<file path="config.mk">
export PLATFORM = sky130hd
export DESIGN_NAME = vga_fb_arbiter
export DESIGN_NICKNAME = d
export VERILOG_FILES = /design/src/rtl/vga_pkg.sv /design/src/rtl/vga_fb_rdtrack.sv /design/src/rtl/vga_fb_arbiter.sv
export SDC_FILE = /design/constraint.sdc
export NUM_CORES = 1
export LEC_CHECK = 0
export BUFFER_PORTS_ARGS = -buffer_cell sky130_fd_sc_hd__buf_4
export CAP_MARGIN = 0
export CORE_ASPECT_RATIO = 1.2
export CORE_MARGIN = 2
export CORE_UTILIZATION = 44
export DETAILED_ROUTE_END_ITERATION = 7
export PLACE_DENSITY = 0.8
export SYNTH_ARGS = -nofsm -noshare
export SYNTH_HDL_FRONTEND = slang
export SYNTH_HIERARCHICAL = 1
export SYNTH_SLANG_ARGS = --single-unit
</file>
<file path="constraint.sdc">
create_clock -name pixel_clk -period 1.8 [get_ports pixel_clk]
set_clock_uncertainty 0.1 [all_clocks]
set_input_delay 0 -clock pixel_clk [delete_from_list [all_inputs] [get_ports pixel_clk]]
set_output_delay 0 -clock pixel_clk [all_outputs]
set_load 0.02 [all_outputs]
</file>
<file path="src/rtl/vga_pkg.sv">
// Shared types for the VGA framebuffer arbiter: grant decode, return tags and
// saturating statistics helpers.
package vga_pkg;

    typedef enum logic [1:0] {
        GNT_NONE,
        GNT_VID,
        GNT_HWR,
        GNT_HRD
    } gnt_e;

    typedef enum logic [1:0] {
        TAG_NONE,
        TAG_VID,
        TAG_HOST
    } tag_e;

    localparam int unsigned StatW = 16;

    // Only reads produce a return; host writes retire without a tag.
    function automatic tag_e gnt_to_tag(gnt_e g);
        case (g)
            GNT_VID: return TAG_VID;
            GNT_HRD: return TAG_HOST;
            default: return TAG_NONE;
        endcase
    endfunction

    function automatic logic [StatW-1:0] sat_inc(logic [StatW-1:0] v);
        return (v == '1) ? v : v + 1'b1;
    endfunction

endpackage

</file>
<file path="src/rtl/vga_fb_rdtrack.sv">
// Two-stage return-tag pipeline steering SRAM read data to the video or host
// port; each port's data holds its last returned word between returns.
module vga_fb_rdtrack
    import vga_pkg::*;
#(
    parameter int unsigned DW = 12
) (
    input  logic          clk_i,
    input  logic          rst_i,
    input  gnt_e          gnt_i,
    input  logic [DW-1:0] mem_rdata_i,
    output logic          vid_rvalid_o,
    output logic [DW-1:0] vid_rdata_o,
    output logic          host_rvalid_o,
    output logic [DW-1:0] host_rdata_o
);

    tag_e          tag1_q, tag1_d;
    tag_e          tag2_q, tag2_d;
    logic [DW-1:0] vid_hold_q, vid_hold_d;
    logic [DW-1:0] host_hold_q, host_hold_d;

    always_comb begin
        tag1_d        = gnt_to_tag(gnt_i);
        tag2_d        = tag1_q;
        vid_rvalid_o  = (tag2_q == TAG_VID);
        host_rvalid_o = (tag2_q == TAG_HOST);
        // SRAM data is only valid in the return cycle, so pass it straight through.
        vid_rdata_o   = vid_rvalid_o ? mem_rdata_i : vid_hold_q;
        host_rdata_o  = host_rvalid_o ? mem_rdata_i : host_hold_q;
        vid_hold_d    = vid_rdata_o;
        host_hold_d   = host_rdata_o;
    end

    always_ff @(posedge clk_i or posedge rst_i) begin
        if (rst_i) begin
            tag1_q      <= TAG_NONE;
            tag2_q      <= TAG_NONE;
            vid_hold_q  <= '0;
            host_hold_q <= '0;
        end else begin
            tag1_q      <= tag1_d;
            tag2_q      <= tag2_d;
            vid_hold_q  <= vid_hold_d;
            host_hold_q <= host_hold_d;
        end
    end

endmodule

</file>
<file path="src/rtl/vga_fb_arbiter.sv">
// Single-port framebuffer arbiter: video fetch has absolute priority over host.
// Define VGA_FB_ARB_STAT_EN to enable the host stall/wait statistics counters.
module vga_fb_arbiter
    import vga_pkg::*;
#(
    parameter int unsigned AW = 19,
    parameter int unsigned DW = 12
) (
    input  logic             pixel_clk,
    input  logic             reset,
    input  logic             vid_req,
    input  logic [AW-1:0]    vid_addr,
    output logic             vid_rvalid,
    output logic [DW-1:0]    vid_rdata,
    input  logic             host_req,
    input  logic             host_we,
    input  logic [AW-1:0]    host_addr,
    input  logic [DW-1:0]    host_wdata,
    output logic             host_ack,
    output logic             host_rvalid,
    output logic [DW-1:0]    host_rdata,
    output logic             mem_ce,
    output logic             mem_we,
    output logic [AW-1:0]    mem_addr,
    output logic [DW-1:0]    mem_wdata,
    input  logic [DW-1:0]    mem_rdata,
    output logic [StatW-1:0] host_stall_cnt,
    output logic [StatW-1:0] host_max_wait
);

    gnt_e          gnt;
    logic          mem_ce_q, mem_ce_d;
    logic          mem_we_q, mem_we_d;
    logic [AW-1:0] mem_addr_q, mem_addr_d;
    logic [DW-1:0] mem_wdata_q, mem_wdata_d;

    always_comb begin
        if (vid_req) begin
            gnt = GNT_VID;
        end else if (host_req) begin
            gnt = host_we ? GNT_HWR : GNT_HRD;
        end else begin
            gnt = GNT_NONE;
        end
        // Ack is the grant itself, so the host can drop its request on the next edge.
        host_ack = ((gnt == GNT_HWR) || (gnt == GNT_HRD)) && !reset;
    end

    always_comb begin
        mem_ce_d    = (gnt != GNT_NONE);
        mem_we_d    = (gnt == GNT_HWR);
        mem_addr_d  = mem_addr_q;
        mem_wdata_d = mem_wdata_q;
        case (gnt)
            GNT_VID: mem_addr_d = vid_addr;
            GNT_HWR: begin
                mem_addr_d  = host_addr;
                mem_wdata_d = host_wdata;
            end
            GNT_HRD: mem_addr_d = host_addr;
            default: ;
        endcase
    end

    always_ff @(posedge pixel_clk or posedge reset) begin
        if (reset) begin
            mem_ce_q    <= 1'b0;
            mem_we_q    <= 1'b0;
            mem_addr_q  <= '0;
            mem_wdata_q <= '0;
        end else begin
            mem_ce_q    <= mem_ce_d;
            mem_we_q    <= mem_we_d;
            mem_addr_q  <= mem_addr_d;
            mem_wdata_q <= mem_wdata_d;
        end
    end

    assign mem_ce    = mem_ce_q;
    assign mem_we    = mem_we_q;
    assign mem_addr  = mem_addr_q;
    assign mem_wdata = mem_wdata_q;

    vga_fb_rdtrack #(
        .DW (DW)
    ) u_rdtrack (
        .clk_i         (pixel_clk),
        .rst_i         (reset),
        .gnt_i         (gnt),
        .mem_rdata_i   (mem_rdata),
        .vid_rvalid_o  (vid_rvalid),
        .vid_rdata_o   (vid_rdata),
        .host_rvalid_o (host_rvalid),
        .host_rdata_o  (host_rdata)
    );

`ifdef VGA_FB_ARB_STAT_EN
    logic [StatW-1:0] stall_q, stall_d;
    logic [StatW-1:0] wait_q, wait_d;
    logic [StatW-1:0] max_q, max_d;

    always_comb begin
        stall_d = stall_q;
        wait_d  = '0;
        if (host_req && !host_ack) begin
            stall_d = sat_inc(stall_q);
            wait_d  = sat_inc(wait_q);
        end
        max_d = (wait_d > max_q) ? wait_d : max_q;
    end

    always_ff @(posedge pixel_clk or posedge reset) begin
        if (reset) begin
            stall_q <= '0;
            wait_q  <= '0;
            max_q   <= '0;
        end else begin
            stall_q <= stall_d;
            wait_q  <= wait_d;
            max_q   <= max_d;
        end
    end

    assign host_stall_cnt = stall_q;
    assign host_max_wait  = max_q;
`else
    assign host_stall_cnt = '0;
    assign host_max_wait  = '0;
`endif

endmodule

</file>
==> impl_metrics.json <==
{
  "fin_tns_setup_ns": 0,
  "drc_errors": 0,
  "crit_chain": "dlygate4sd3_1 > buf_4 > nand2_1 > dlygate4sd3_1 > o21ai_0 > dlygate4sd3_1",
  "antenna_cells": 0,
  "grt_pass1_vias": 2476,
  "drv_slew": 0,
  "drt-pass1-iter-count": 4,
  "ant_nets": 0,
  "slowest_stage": "dlygate4sd3_1",
  "maxCapViolCount": 0,
  "status": "finished with violations",
  "synth_edf_count": 0,
  "power_density_mw_per_mm2": 917,
  "utilization_pct": 74.7,
  "crit_path_max_fanout": 1,
  "critPathLaunchType": "primary input",
  "cts.sinks": 61,
  "clock.fmax_mhz": 566,
  "clockBufferDepth": 2,
  "antenna_found_initial": 0,
  "syn_avg_cell_area_um2": 13.1,
  "grt_first_pass_wirelength_mm": 12.1,
  "cts_root_buf": "clkbuf_8",
  "hold_violations": 1,
  "syn-cell-area_mm2": 0.00277,
  "hpwl_mm": 4.57,
  "grtUsageTotal_pct": 23.0,
  "ff2ff_setup_slack_ns": 0.38,
  "crit_required_ns": 1.91,
  "routedWlPerCell_um": 15.4,
  "clkSlewWorstSetupHoldPaths_ns": 0.07,
  "area_growth_pct": 63.2,
  "fin_crit_sh_pct": 98.1,
  "clkPwrFrac_pct": 27.3,
  "failed_checks": "negative hold slack",
  "fp-row-count": 31,
  "rr_worst_depth": 3,
  "worstHoldStart": "host_addr[14]",
  "regToRegEndpoint": "mem_addr[13]$_DFFE_PP0P_",
  "worstPathArrival_ns": 1.87,
  "clock_latency_ns": 0.32,
  "leakagePower_nw": 2.32,
  "min_path_cells": 3,
  "cts_tree": "built",
  "gp_congestion": 0.718,
  "globalRouteOverflowTotal": 0,
  "synth_cells": 211,
  "port-buffer-count": 126,
  "ys_seq_area_share_pct": 55.1,
  "finalSetupViolations": 0,
  "synth_common_cells": "dfrtp_1 (61), buf_4 (34), mux2i_1 (19), nand2_1 (19), o21ai_0 (19)",
  "io-pin-count": 159,
  "num-nets-final": 476,
  "cp_common_cell": "dlygate4sd3_1",
  "path_delay_family": "buffers and inverters",
  "core_mm2": 0.00605,
  "cts_setup_buffers": 0,
  "synth.top_cell.area_share_pct": 55.1,
  "htreeDepth": 3,
  "rr_startpoint": "mem_addr[13]$_DFFE_PP0P_",
  "swShare_pct": 30.7,
  "start_util_pct": 45.8,
  "p_int_mw": 2.87,
  "peakVddDrop_v": 0.000526,
  "end_kind": "flop",
  "die-area_mm2": 0.00695,
  "vias_per_cell": 4.52,
  "ys_warn_count": 6,
  "die_height_um": 90.9,
  "die_w_um": 76.4,
  "share_seq_of_total_power_pct": 40.5,
  "synthTopCellsByArea": "dfrtp_1 (55%), mux2_4 (9.8%), buf_4 (9.2%), mux2i_1 (6.9%), mux2_1 (3.7%)",
  "final_area_mm2": 0.00452,
  "grt_max_degree": 43,
  "fin_crit_ns": 1.77,
  "synth.most_common_cell": "dfrtp_1",
  "path_buf_inv": 4,
  "hold_end": "mem_addr[14]$_DFFE_PP0P_",
  "rsz0062_at_grt": "false",
  "drtIter0Drc": 103,
  "yosysTopAreaCell": "dfrtp_1",
  "synth_seq_cells": 61,
  "ys_async_sr_fraction_pct": 100,
  "synthFlopType": "dfrtp_1",
  "fin_hold_ws_ns": -0.106,
  "path_class": "in2reg",
  "ys_types": 19,
  "placedInstanceArea_mm2": 0.00364,
  "via_count": 2238,
  "max_stage_delay_ns": 0.57,
  "wl_mm": 7.64,
  "p_switching_mw": 1.27,
  "pwr-share-comb_pct": 32.2,
  "min_path_type": "in2reg",
  "cts_buffers": 9,
  "drive_above_1_share_pct": 42.1
}
==> tightest hold or removal path: stages <==
cell and delay [ns]:
buf_4 0.08, mux2i_1 0.06, o21ai_0 0.15
==> power by group through the flow <==
stage | Combinational, mW | Sequential (mW) | Clock, mW
final | 1.34 | 1.68 | 1.13
after global routing | 1.41 | 1.70 | 1.24
after CTS | 1.33 | 1.67 | 1.17
after detailed placement | 1.18 | 1.69 | 0
after global placement | 1.15 | 1.68 | 0
after floorplan | 0.615 | 1.78 | 0
==> metal layers <==
layer	vias to the layer above	wire (µm)	global-route usage [%]
met1	1080	2650	22.2
met3	18	468	6.30
met5	-	0	0
li1	1033	-	-
met2	107	4320	44.0
met4	0	202	11.2
==> worst max path at each step <==
stage	endpoint	slack [ns]	cells after the start	from
after floorplan	u_rdtrack/host_hold_q[10]$_DFF_PP0_	0.35	3	u_rdtrack/tag2_q[0]$_DFF_PP0_
after global placement	vid_rdata[8]	0.46	3	u_rdtrack/tag2_q[1]$_DFF_PP0_
after detailed placement	vid_rdata[2]	0.41	3	u_rdtrack/tag2_q[1]$_DFF_PP0_
after CTS	vid_rdata[2]	0.03	3	u_rdtrack/tag2_q[1]$_DFF_PP0_
after global routing	mem_addr[18]$_DFFE_PP0P_	0.006	6	vid_addr[18]
final	mem_addr[0]$_DFFE_PP0P_	0.03	6	vid_addr[0]
==> what timing repair did <==
action / CTS / global route
setup endpoints to repair: 0 / 16
gates resized for setup: 0 / 2
hold endpoints to repair: 117 / 3
hold buffers: 70 / 3
==> state kept, by name, summed over array words and instances (netlist names) <==
name and count:
mem_addr 19, mem_ce 1, mem_wdata 12, mem_we 1, u_rdtrack/host_hold_q 12, u_rdtrack/tag1_q 2, u_rdtrack/tag2_q 2, u_rdtrack/vid_hold_q 12
==> kinds of logic after synthesis <==
group / after synthesis / synth area share (%)
flip-flops: 61 / 55.1
multiplexers: 55 / 23.9
buffers and inverters: 47 / 12.1
AND/OR/NAND/NOR: 27 / 5.06
AO/OA/AOI/OAI: 20 / 3.70
other: 1 / 0.135
==> layout make-up <==
class                           instances  area [µm²]
Timing Repair Buffer                  198        1660
Tap cell                               82         103
Sequential cell                        61        1530
Inverter                                5        18.8
Fill cell                             378        1530
Multi-Input combinational cell        134        1030
Clock buffer                           10         128
Clock inverter                          5        52.6
==> placed cells by master, fill, tap and decap left out, drive strengths merged <==
master	count
a21o	1
and2	2
buf	129
bufinv	1
clkbuf	10
clkinv	3
clkinvlp	1
conb	32
dfrtp	61
dlygate4sd3	69
inv	5
mux2	36
mux2i	19
nand2	19
nand2b	1
nand3b	1
nor2b	3
o21ai	19
or2	1
==> through the flow <==
step,worst slack [ns],std cells,total power [mW]
after floorplan,0.351,242,2.40
after global placement,0.455,411,2.82
after detailed placement,0.414,411,2.87
after CTS,0.0316,496,4.16
after global routing,0.00643,495,4.35
final,0.0338,495,4.15
Power figures use the tool's default switching activity.
